**src/rtl/controle_contador.sv**
```systemverilog
// Run controller for an N-bit counter: start/limit handshake, pause, abort,
// single-shot or auto-reload operation. Completion is flagged with a one-cycle DONE pulse.
module controle_contador #(
  parameter int unsigned N = 4
) (
  input  logic         CK,
  input  logic         CLR,
  input  logic         START,
  input  logic [N-1:0] LIM,
  input  logic         AUTO,
  input  logic         PAUSE,
  input  logic         ABORT,
  output logic [N-1:0] Q,
  output logic         BUSY,
  output logic         DONE,
  output logic [N-1:0] CICLOS
);

  typedef enum logic [1:0] {StIdle, StRun, StFim} state_e;

  localparam logic [N-1:0] One = {{(N-1){1'b0}}, 1'b1};

  state_e       state_q;
  logic [N-1:0] q_q;
  logic [N-1:0] lim_q;
  logic [N-1:0] ciclos_q;
  logic         auto_q;
  logic         busy_q;
  logic         done_q;

  always_ff @(posedge CK) begin
    if (CLR) begin
      state_q  <= StIdle;
      q_q      <= '0;
      lim_q    <= '0;
      ciclos_q <= '0;
      auto_q   <= 1'b0;
      busy_q   <= 1'b0;
      done_q   <= 1'b0;
    end else begin
      done_q <= 1'b0;
      // Abort outside IDLE ends the run at once; in IDLE there is nothing to end.
      if (ABORT && (state_q != StIdle)) begin
        state_q <= StIdle;
        q_q     <= '0;
        busy_q  <= 1'b0;
      end else begin
        unique case (state_q)
          StIdle: begin
            if (START && !ABORT) begin
              state_q  <= StRun;
              lim_q    <= LIM;
              auto_q   <= AUTO;
              q_q      <= '0;
              ciclos_q <= '0;
              busy_q   <= 1'b1;
            end
          end
          StRun: begin
            if (!PAUSE) begin
              // Compare before increment so an all-ones limit never overflows.
              if (q_q == lim_q) begin
                done_q   <= 1'b1;
                ciclos_q <= ciclos_q + One;
                if (auto_q) begin
                  q_q <= '0;
                end else begin
                  state_q <= StFim;
                  busy_q  <= 1'b0;
                end
              end else begin
                q_q <= q_q + One;
              end
            end
          end
          StFim: begin
            state_q <= StIdle;
          end
          default: begin
            state_q <= StIdle;
            busy_q  <= 1'b0;
          end
        endcase
      end
    end
  end

  assign Q      = q_q;
  assign BUSY   = busy_q;
  assign DONE   = done_q;
  assign CICLOS = ciclos_q;

endmodule

```
**config.mk**
```make
export PLATFORM = sky130hd
export DESIGN_NAME = controle_contador
export DESIGN_NICKNAME = d
export VERILOG_FILES = /design/src/rtl/controle_contador.sv
export SDC_FILE = /design/constraint.sdc
export NUM_CORES = 1
export LEC_CHECK = 0
export CAP_MARGIN = 20
export CORE_MARGIN = 10
export CORE_UTILIZATION = 53
export DETAILED_ROUTE_END_ITERATION = 10
export PLACE_DENSITY_LB_ADDON = 0.1
export SYNTH_ARGS = -nofsm -noshare
export SYNTH_HDL_FRONTEND = slang
export SYNTH_SLANG_ARGS = --single-unit
```
**constraint.sdc**
```tcl
create_clock -name CK -period 4.65 [get_ports CK]
set_input_delay 0.93 -clock CK [delete_from_list [all_inputs] [get_ports CK]]
set_output_delay 0.93 -clock CK [all_outputs]
set_load 0.005 [all_outputs]
```
Word level (Yosys, flattened, before mapping)
Index checks and enable logic that the tools add are counted.

Shift-type cells: 0. Add/sub/neg operators: 2. Multiply operators: 0. Bitwise gates (word level): 3. Magnitude comparators: 0. Reductions and logical operators: 13. Div/mod/pow operators: 0. Multiplexer cells: 19. Equality and inequality tests: 8.

Operators by type and width (count): 4-bit two-way mux (6); 4-bit one-hot mux with 2 select lines (2); 5-bit AND reduction (2); 4-bit by 1-bit adder with 4-bit output, second input constant (2); 2-bit two-way mux (4); 2-bit inequality test, second input constant (4); 4-bit AND reduction (2); 1-bit two-way mux (5); 4-bit equality test (1); 2-bit one-hot mux with 2 select lines (1); 2-bit nonzero test (2); 4-bit OR reduction (1); 3-bit inequality test, second input constant (1); 1-bit inverter (3); 1-bit one-hot mux with 3 select lines (1); 3-bit AND reduction (1); 2-bit by 1-bit equality test with 1-bit output, second input constant (1); 2-bit equality test, second input constant (1); 1-bit logical AND (2); 2-bit logical NOT (1); 2-bit OR reduction (1); 1-bit logical NOT (1).

Output and inout bits: 10. Memories: 0. Latch bits: 0. Register bits: 17. Memory bits (writable): 0. Bits in read-only memories: 0. Logic and storage cells: 52. Input bits: 10.

Longest topological paths before layout
Word-level depth: 4. Gate-level depth with buffers: 6. Depth with buffers taken out: 5.

Least setup slack after synthesis
Ideal clock, no wire load.

Path kind: input -> register. Start: input port ABORT. End: register q_q[0], in the netlist Q[0]. Arrival: 2098 ps. Path buffers: 1. Slack: 2434 ps. Stages on the path: 5. Setup time: 117 ps. Data required time: 4533 ps. Cells stage by stage: or4b_4 -> buf_6 -> o21a_2 -> o21bai_4 -> a32o_1.

Cells in the longest elaborated chain, start to end: 4. Elaborated cells between the ends (all ways): 6. Classes of those cells: eq/ne (1); reduce/logical (5).

RTL lines: start, declared (line 12) `input logic ABORT,`; 1-bit logical NOT (line 50) `if (START && !ABORT) begin`; 1-bit logical AND (line 50); 2-bit inequality test (no line); 4-bit AND reduction (no line); end signal, assigned (line 72) `q_q <= q_q + One;`; end, declared (line 24) `logic [N-1:0] q_q;`.

Parallel ways exist; a longest one is shown, timed or not. A chain may end at the register's enable or synchronous reset.

Worst setup path in the final report
Same ends and word-level chain as after synthesis.

==> results.md <==
- DR DRC count: 0
- Hold endpoint: auto_q$_SDFFE_PP0P_
- Setup tns final: 0 ps
- Antenna violations before repair: 0
- DRT iter0 DRCs: 16
- Switch Pwr: 85.58 uW
- Post-CTS Setup Bufs: 0
- Fin. max-slew vios: 0
- DP Wirelength: 1641 um
- Fillers: 145
- Hold slack: 478.1 ps
- Clk buf depth: 2
- GRT busiest layer: met2
- Post-layout util: 0.6799
- Antenna Cells: 0
- FF/Latch Area: 340.3 um2
- Sequential share of power: 0.528
- Die area: 0.003868 mm2
- DP Worst Slack: 1858 ps
- Gate power share: 0.198
- Warnings, synthesis: 0
- Fin cells: 146
- Post-CTS sizing: 0
- Achievable Freq: 400.2 MHz
- Post-route ant nets: 0
- FP Rows: 15
- DIE HEIGHT: 62.19 um
- Slew @ Worst Pin: 455.9 ps
- Clk pwr share: 0.274
- M1 GR Usage: 0.1223
- Crit-path cells: clkdlybuf4s50_1 > or4b_4 > o21a_2 > o21bai_4 > a32o_1
- First-pass GRT wire length: 3532 um
- Sink Count: 17
- Crit-path max cell delay: 630 ps
- Setup ws final: 2151 ps
- Crit path max-delay family: simple AND/OR/NAND/NOR gates
- Die W: 62.19 um
- Clk root buf: clkbuf_4
- VDD IR-drop max: 0.1764 mV
- Top post-synthesis cells by area: dfxtp_1 (36%), a2111oi_4 (5.8%), nand2_1 (5.6%), a21oi_1 (5.3%), xnor2_1 (3.7%)
- Via total after detailed routing: 828
- Final Hold Vio Count: 0
- Skew-Pair Late Insertion Delay: 290 ps
- Critical path peak fanout: 10
- Final net count: 134
- R2r endpoint: CICLOS[3]$_SDFFE_PP0P_
- Startpoint class of the critical path: primary input
- RSZ-0062 raised after global routing: no
- Iteration count of the initial detailed-routing pass: 4
- DR WL/cell: 14.75 um
- CTS tree: yes
- Largest net degree at the start of global routing: 15
- Critical-path top delay cell: or4b_4
- Post-synth ARST share: 0
- Synth area leader: dfxtp_1
- I/O pin cnt: 20
- Critical Path RT: 4840 ps
- Sequential share of the synthesized area: 0.3607
- Top_reg_cell synth: dfxtp_1
- Min Tclk post-route: 2499 ps
- R2r startpoint: Q[3]$_SDFFE_PP0P_
- Period utilization: 0.5374
- Top-area cell type share of the netlist area: 0.3607
- Final Skew: 2.264 ps
- Fin area: 0.001161 mm2
- GRT Overall Usage: 0.1076
- Hold path cells: 2
- Placed Cells: 142
- Via count of the first global-routing pass: 818
- Area delta synth->final: 23.08%
- DP Area: 0.001134 mm2
- H-Tree Depth: 1
- Yosys reg bits: 17
- Setup slack, reg-to-reg: 2730 ps
- Crit. End Element: flip-flop
- Synth Cell Area: 943.4 um2
- DR vias/cell: 5.671
- TritonCTS Buffers: 3
- Slew headroom: 0.6947
- Multi-input logic area: 560.5 um2
- Worst reg-to-reg path cell count: 4
- Synth top cells by count: dfxtp_1 (17), nand2_1 (14), a21oi_1 (10)
- Crit path kind: primary input to flip-flop
- Post-Syn Instances: 102
- Most common cell in the netlist: dfxtp_1
- Share of cells above drive strength 1: 0.09917
- Max-cap viol count: 0
- Core Region: 0.001708 mm2
- Status: complete, no violations
- Global Route met3 Usage: 0.04659
- Worst Path Arrival: 2690 ps
- Reg clk slew, reported paths: 100 ps
- Switching share of power: 0.2913
- Starting Density: 0.5524
- Leak pwr: 0.3809 nW
- Overall power: 293.7 uW
- Port buffer count: 19
- EDFF count, synth: 0
- Synth unique cells: 42
- P_int: 208.1 uW
- WP buf/inv: 1
- Min-Delay Startpoint: auto_q$_SDFFE_PP0P_
- Synth Net Count: 114
- Endpoints failing setup: 0
- Hold Crit Class: flip-flop to flip-flop
- Hold_buf cts: 0
- Routed WL: 2154 um
- GP Congestion: 0.8576
- PwrDens: 253.0 mW/mm2
- Syn Area/Cell: 9.249 um2
- Met2 usage: 0.1705
- GR Overflow Total: 0
==> per-layer routing <==
layer,vias up,routed length (um),share of wire
li1,415,-,-
met5,-,0,0
met2,16,1018,0.47
met4,0,10,0.0046
met3,2,132,0.061
met1,395,993,0.46
==> worst reg2reg max path, stage by stage (launching register included) <==
cell	delay (ps)
dfxtp_1	500
xnor2_1	210
nand4_2	400
or4_1	610
a21boi_1	140
==> final cells by class <==
| type | count | share of cell area |
|---|---|---|
| clock buffers | 3 | 0.01940 |
| clock inverters | 1 | 0.004310 |
| inverters | 3 | 0.009698 |
| multi-input cells | 78 | 0.4828 |
| flip-flops and latches | 17 | 0.2931 |
| well taps | 25 | 0.02694 |
| repair buffers | 19 | 0.1638 |
==> sequential cells by signal (all words and copies together) (netlist names) <==
name	cells
Q	4
lim_q	4
CICLOS	4
BUSY	1
state_q	2
auto_q	1
DONE	1
==> power groups by stage <==
stage / registers (mW) / clock network [mW] / logic [mW]
6_report: 0.155 / 0.0804 / 0.0582
4_1_cts: 0.155 / 0.0822 / 0.0579
3_3_place_gp: 0.158 / 0 / 0.0567
5_1_grt: 0.156 / 0.0901 / 0.0628
3_5_place_dp: 0.159 / 0 / 0.0575
2_1_floorplan: 0.157 / 0 / 0.0410
==> layout by cell type, fill, tap and decap left out, drive strengths merged, types with 2 or more instances in the layout <==
cell type      count
clkdlybuf4s50     19
dfxtp             17
nand2             14
a21oi             10
xnor2              4
nor2               4
o31ai              3
inv                3
a21boi             3
clkbuf             3
o21ai              3
nand2b             2
nor3               2
a2111oi            2
nor4               2
nand3              2
or4                2
mux2i              2
ha                 2
nand4              2
==> worst max path at each step <==
stage                        end  depth (start not counted)  startpoint
3_3_place_gp   Q[0]$_SDFFE_PP0P_                          5       ABORT
6_report       Q[0]$_SDFFE_PP0P_                          5       ABORT
4_1_cts        Q[0]$_SDFFE_PP0P_                          5       ABORT
3_5_place_dp   Q[0]$_SDFFE_PP0P_                          5       ABORT
2_1_floorplan  Q[0]$_SDFFE_PP0P_                          5       ABORT
5_1_grt        Q[0]$_SDFFE_PP0P_                          5       ABORT
==> logic make-up (layout without fill, tap and decap cells) <==
group / Yosys count / in the layout / synth area share
and+or+nand+nor: 40 / 40 / 0.2440
AOI/OAI and AO/OA: 30 / 30 / 0.2653
DFF: 17 / 17 / 0.3607
buffers and inverters: 7 / 26 / 0.04508
xor gates and xnor gates: 4 / 4 / 0.03713
adders and majority gates: 2 / 2 / 0.02652
muxes: 2 / 2 / 0.02122
No activity file was read; power rests on OpenSTA's default activity.
==> RTL change 1, RTL diff (same flow settings) <==
Set the parameter `N` to 5 (it was 4).
--- a/src/rtl/controle_contador.sv
+++ b/src/rtl/controle_contador.sv
@@ -1,7 +1,7 @@
 // Run controller for an N-bit counter: start/limit handshake, pause, abort,
 // single-shot or auto-reload operation. Completion is flagged with a one-cycle DONE pulse.
 module controle_contador #(
-  parameter int unsigned N = 4
+  parameter int unsigned N = 5
 ) (
   input  logic         CK,
   input  logic         CLR,
Interface: changed (resized CICLOS, LIM and Q); port bits go from 20 to 23. The function was not compared with the original's and may differ.
==> RTL change 1 against the unedited design <==
- area after synthesis up 3.4%
- largest power group unchanged
- synthesized cell count is 19% higher
- power increased by 15%
- design area is 7.9% higher
- setup slack gained 0.093 ns
- routed wire length rose by 17%
- via count increased by 17%
- sequential cell count up 3
==> RTL change 1: results (changes against the unedited design) <==
metric;value;unit;change
crit_arrival;2.60;ns;-0.09 ns
layout-drive-gt1-share;6.25;%;-3.7 points
wire_per_inst;14.9;um;+0.87%
clk_pin_slew;0.12;ns;+0.02 ns
cts_root_buffer;clkbuf_4;;
gp_congestion;0.795;;-7.3%
syn_inst;121;;+19%
synthTopCellsByCount;dfxtp_1 (20), nand2_1 (20), a21oi_1 (16);;
synth_cell_types;31;;-26%
dp_cells;165;;+16%
vias_per_cell;5.75;;+1.3%
antenna_found_initial;0;;unchanged
ys_top_cells_by_area;dfxtp_1 (41%), a21oi_1 (8.2%), nand2_1 (7.7%);;
ir_worst_vdd;0.182;mV;+3.1%
hpwl;1.81;mm;+10%
ys_async_sr_fraction;0;%;unchanged
grt_pass1_wl;4.12;mm;+17%
ys_warn_count;0;;unchanged
crit_family;compound AO/OA/AOI/OAI gates;;
first_global_vias;931;;+14%
first_iter_violations;46;;+30
grt_max_degree;14;;-1
skew;0.00121;ns;-0.00105 ns
port_buffers;22;;+3
syn_nets;134;;+18%
fin_nets;158;;+18%
num-fill-cells;141;;-2.8%
slew_headroom;59.6;%;-9.8 points
max_stage_delay;0.54;ns;-0.09 ns
ys_seq_area_share;41.0;%;+5.0 points
post_cts_resized;0;;unchanged
htree_levels;1;;unchanged
cpMaxStageDelayCell;a21boi_0;;
diodes;0;;unchanged
insertion_delay;0.31;ns;+0.02 ns
cp_max_fo;7;;-3
grt_usage;12.5;%;+1.8 points
status;completed;;
hold_class;register to register;;
layout.cells.non_filler;169;;+16%
post_cts_buffers;0;;unchanged
netSwitchingPower;92.1;uW;+7.6%
leakage;0.475;nW;+25%
[RTL change 1: layout make-up]
class                   count  share of cell area (%)
multi-input cells          96                    44.5
flip-flops and latches     20                    32.0
repair buffers             22                    17.6
clock buffers               4                    2.90
well taps                  25                    2.50
inverters                   2                   0.599
[RTL change 1: worst min-delay path, cell delays in order, from the launching register on]
cell and delay (ns):
dfxtp_1 0.34, nand2_1 0.05, a21oi_1 0.05
[RTL change 1: stage by stage]
stage / utilization (%) / worst slack, ns / power [mW] / hold slack (ns) / instance area (um2)
2_1_floorplan: - / 2.58 / 0.213 / 0.448 / 976
3_5_place_dp: 69.7 / 1.93 / 0.233 / 0.460 / 1220
6_report: 71.8 / 2.24 / 0.337 / 0.477 / 1250
4_1_cts: 71.8 / 2.25 / 0.336 / 0.476 / 1250
3_3_place_gp: 69.7 / 1.97 / 0.232 / 0.459 / 1220
5_1_grt: 71.8 / 2.11 / 0.349 / 0.501 / 1250
[RTL change 1: final timing paths]
| check | start | end | slack (ns) | depth (start not counted) |
|---|---|---|---|---|
| setup / recovery | PAUSE | Q[4]$_SDFFE_PP0P_ | 2.24 | 5 |
| hold / removal | lim_q[2]$_SDFFE_PP0P_ | lim_q[2]$_SDFFE_PP0P_ | 0.48 | 2 |
| setup reg to reg | Q[0]$_SDFFE_PP0P_ | Q[4]$_SDFFE_PP0P_ | 2.75 | 5 |
| hold reg to reg | lim_q[2]$_SDFFE_PP0P_ | lim_q[2]$_SDFFE_PP0P_ | 0.48 | 2 |
[RTL change 1: metal layers]
layer | track usage, % | routed length (um)
met1 | 12.8 | 1020
met2 | 22.6 | 1290
met3 | 3.94 | 163
met4 | 5.59 | 38
met5 | 0 | 0
[RTL change 1: logic make-up (layout without fill, tap and decap cells)]
logic type / after synthesis / in the layout / share of synthesized area [%]
compound gates: 35 / 35 / 19.4
xor+xnor: 5 / 5 / 4.49
fa+ha+maj: 2 / 2 / 2.56
buf+inv: 5 / 28 / 1.92
flops: 20 / 20 / 41.0
simple gates: 54 / 54 / 30.6
[RTL change 1: power groups by stage]
| stage | Clock, mW | Combinational (mW) | Sequential [mW] |
|---|---|---|---|
| 3_3_place_gp | 0 | 0.0479 | 0.184 |
| 3_5_place_dp | 0 | 0.0493 | 0.184 |
| 4_1_cts | 0.106 | 0.0498 | 0.180 |
| 6_report | 0.107 | 0.0500 | 0.180 |
| 5_1_grt | 0.114 | 0.0554 | 0.181 |
| 2_1_floorplan | 0 | 0.0302 | 0.183 |
==> RTL change 2, RTL diff (same settings) <==
Made on the original files. Register the output `CICLOS` once more, without a reset; this adds one clock of latency there. The other outputs are not delayed to match.
--- a/src/rtl/controle_contador.sv
+++ b/src/rtl/controle_contador.sv
@@ -88,7 +88,9 @@
   assign Q      = q_q;
   assign BUSY   = busy_q;
   assign DONE   = done_q;
-  assign CICLOS = ciclos_q;
+  always_ff @(posedge CK) begin
+    CICLOS <= ciclos_q;
+  end
 
 endmodule
 
Behaviour: not the same (a bounded check fails within 4 cycles, from zero or initial values).
==> RTL change 2 against the unedited design <==
- sequential cell count is 4 higher
- power is 7.4% higher
- first-iteration DRC count decreased by 44%
- critical path type unchanged
- combinational power fell by 28%
- routed wire length fell by 11%
- critical endpoint is now ciclos_q[3]$_SDFFE_PP0P_
- global-route usage rose by 0.62 points
- setup slack worse by 0.22 ns
- area after synthesis fell by 2.1%
- design area is 2.6% lower
==> RTL change 2: results (changes against the unedited design) <==
metric;value;unit;change
placed_cell_area;1100;um2;-2.5%
pre_cts_ws;1.62;ns;-0.236 ns
fin_crit_sh;58.6;%;+4.8 points
synth_mux_area_share;1.08;%;-1.0 points
dr_wl_met2;985;um;-3.2%
grt_use_met2;19.3;%;+2.3 points
first_iter_violations;9;;-7
yosys.area_share.xor_xnor;3.79;%;+0.081 points
vias;774;;-6.5%
grt_usage;11.4;%;+0.62 points
synth_cell_types;32;;-24%
r2r_setup_slack;2.69;ns;-0.04 ns
leakage;0.378;nW;-0.69%
r2r-start;state_q[0]$_SDFFE_PP0P_;;
syn_nets;112;;-1.8%
fin_nets;132;;-1.5%
max_stage_delay;0.60;ns;-0.03 ns
grt_util_met3;2.85;%;-1.8 points
power.internal;239;uW;+15%
grt_util_met1;12.5;%;+0.28 points
syn_inst;100;;-2.0%
wl_met3;91;um;-31%
seq_area;420;um2;+24%
layout.cells.non_filler;136;;-6.8%
skew;0.00584;ns;+0.00358 ns
synth_compound_area_share;17.5;%;-9.0 points
status;completed;;
num-fill-cells;146;;+0.69%
synth_adder_area_share;2.71;%;+0.058 points
whs_path_depth;0;;-2
==> RTL change 2: changes by cell type in the layout (fill, tap and decap cells not counted), moves of 2 or more <==
cell | before | now
a21boi_1 | 3 | 1
a21oi_1 | 10 | 8
a21boi_0 | 0 | 2
dfxtp_1 | 17 | 21
nand2b_1 | 2 | 0
nand4_1 | 1 | 4
o21ai_1 | 2 | 0
a2111oi_4 | 2 | 0
nor3b_1 | 0 | 3
nand2_1 | 14 | 11
inv_1 | 3 | 5
o211ai_1 | 1 | 3
o21ai_0 | 1 | 3
==> RTL change 2: area by class of cell <==
type / count / share of cell area (%)
clock buffers: 4 / 2.32
multi-input cells: 70 / 40.2
repair buffers: 19 / 16.8
flip-flops and latches: 21 / 37.2
inverters: 5 / 1.66
well taps: 17 / 1.88
==> RTL change 2: worst max-delay path: cells and delay by family <==
| kind | cells | cell delay (ns) |
|---|---|---|
| AOI/OAI and AO/OA | 2 | 0.41 |
| and+or+nand+nor | 2 | 1.09 |
| buffers and inverters | 1 | 0.53 |
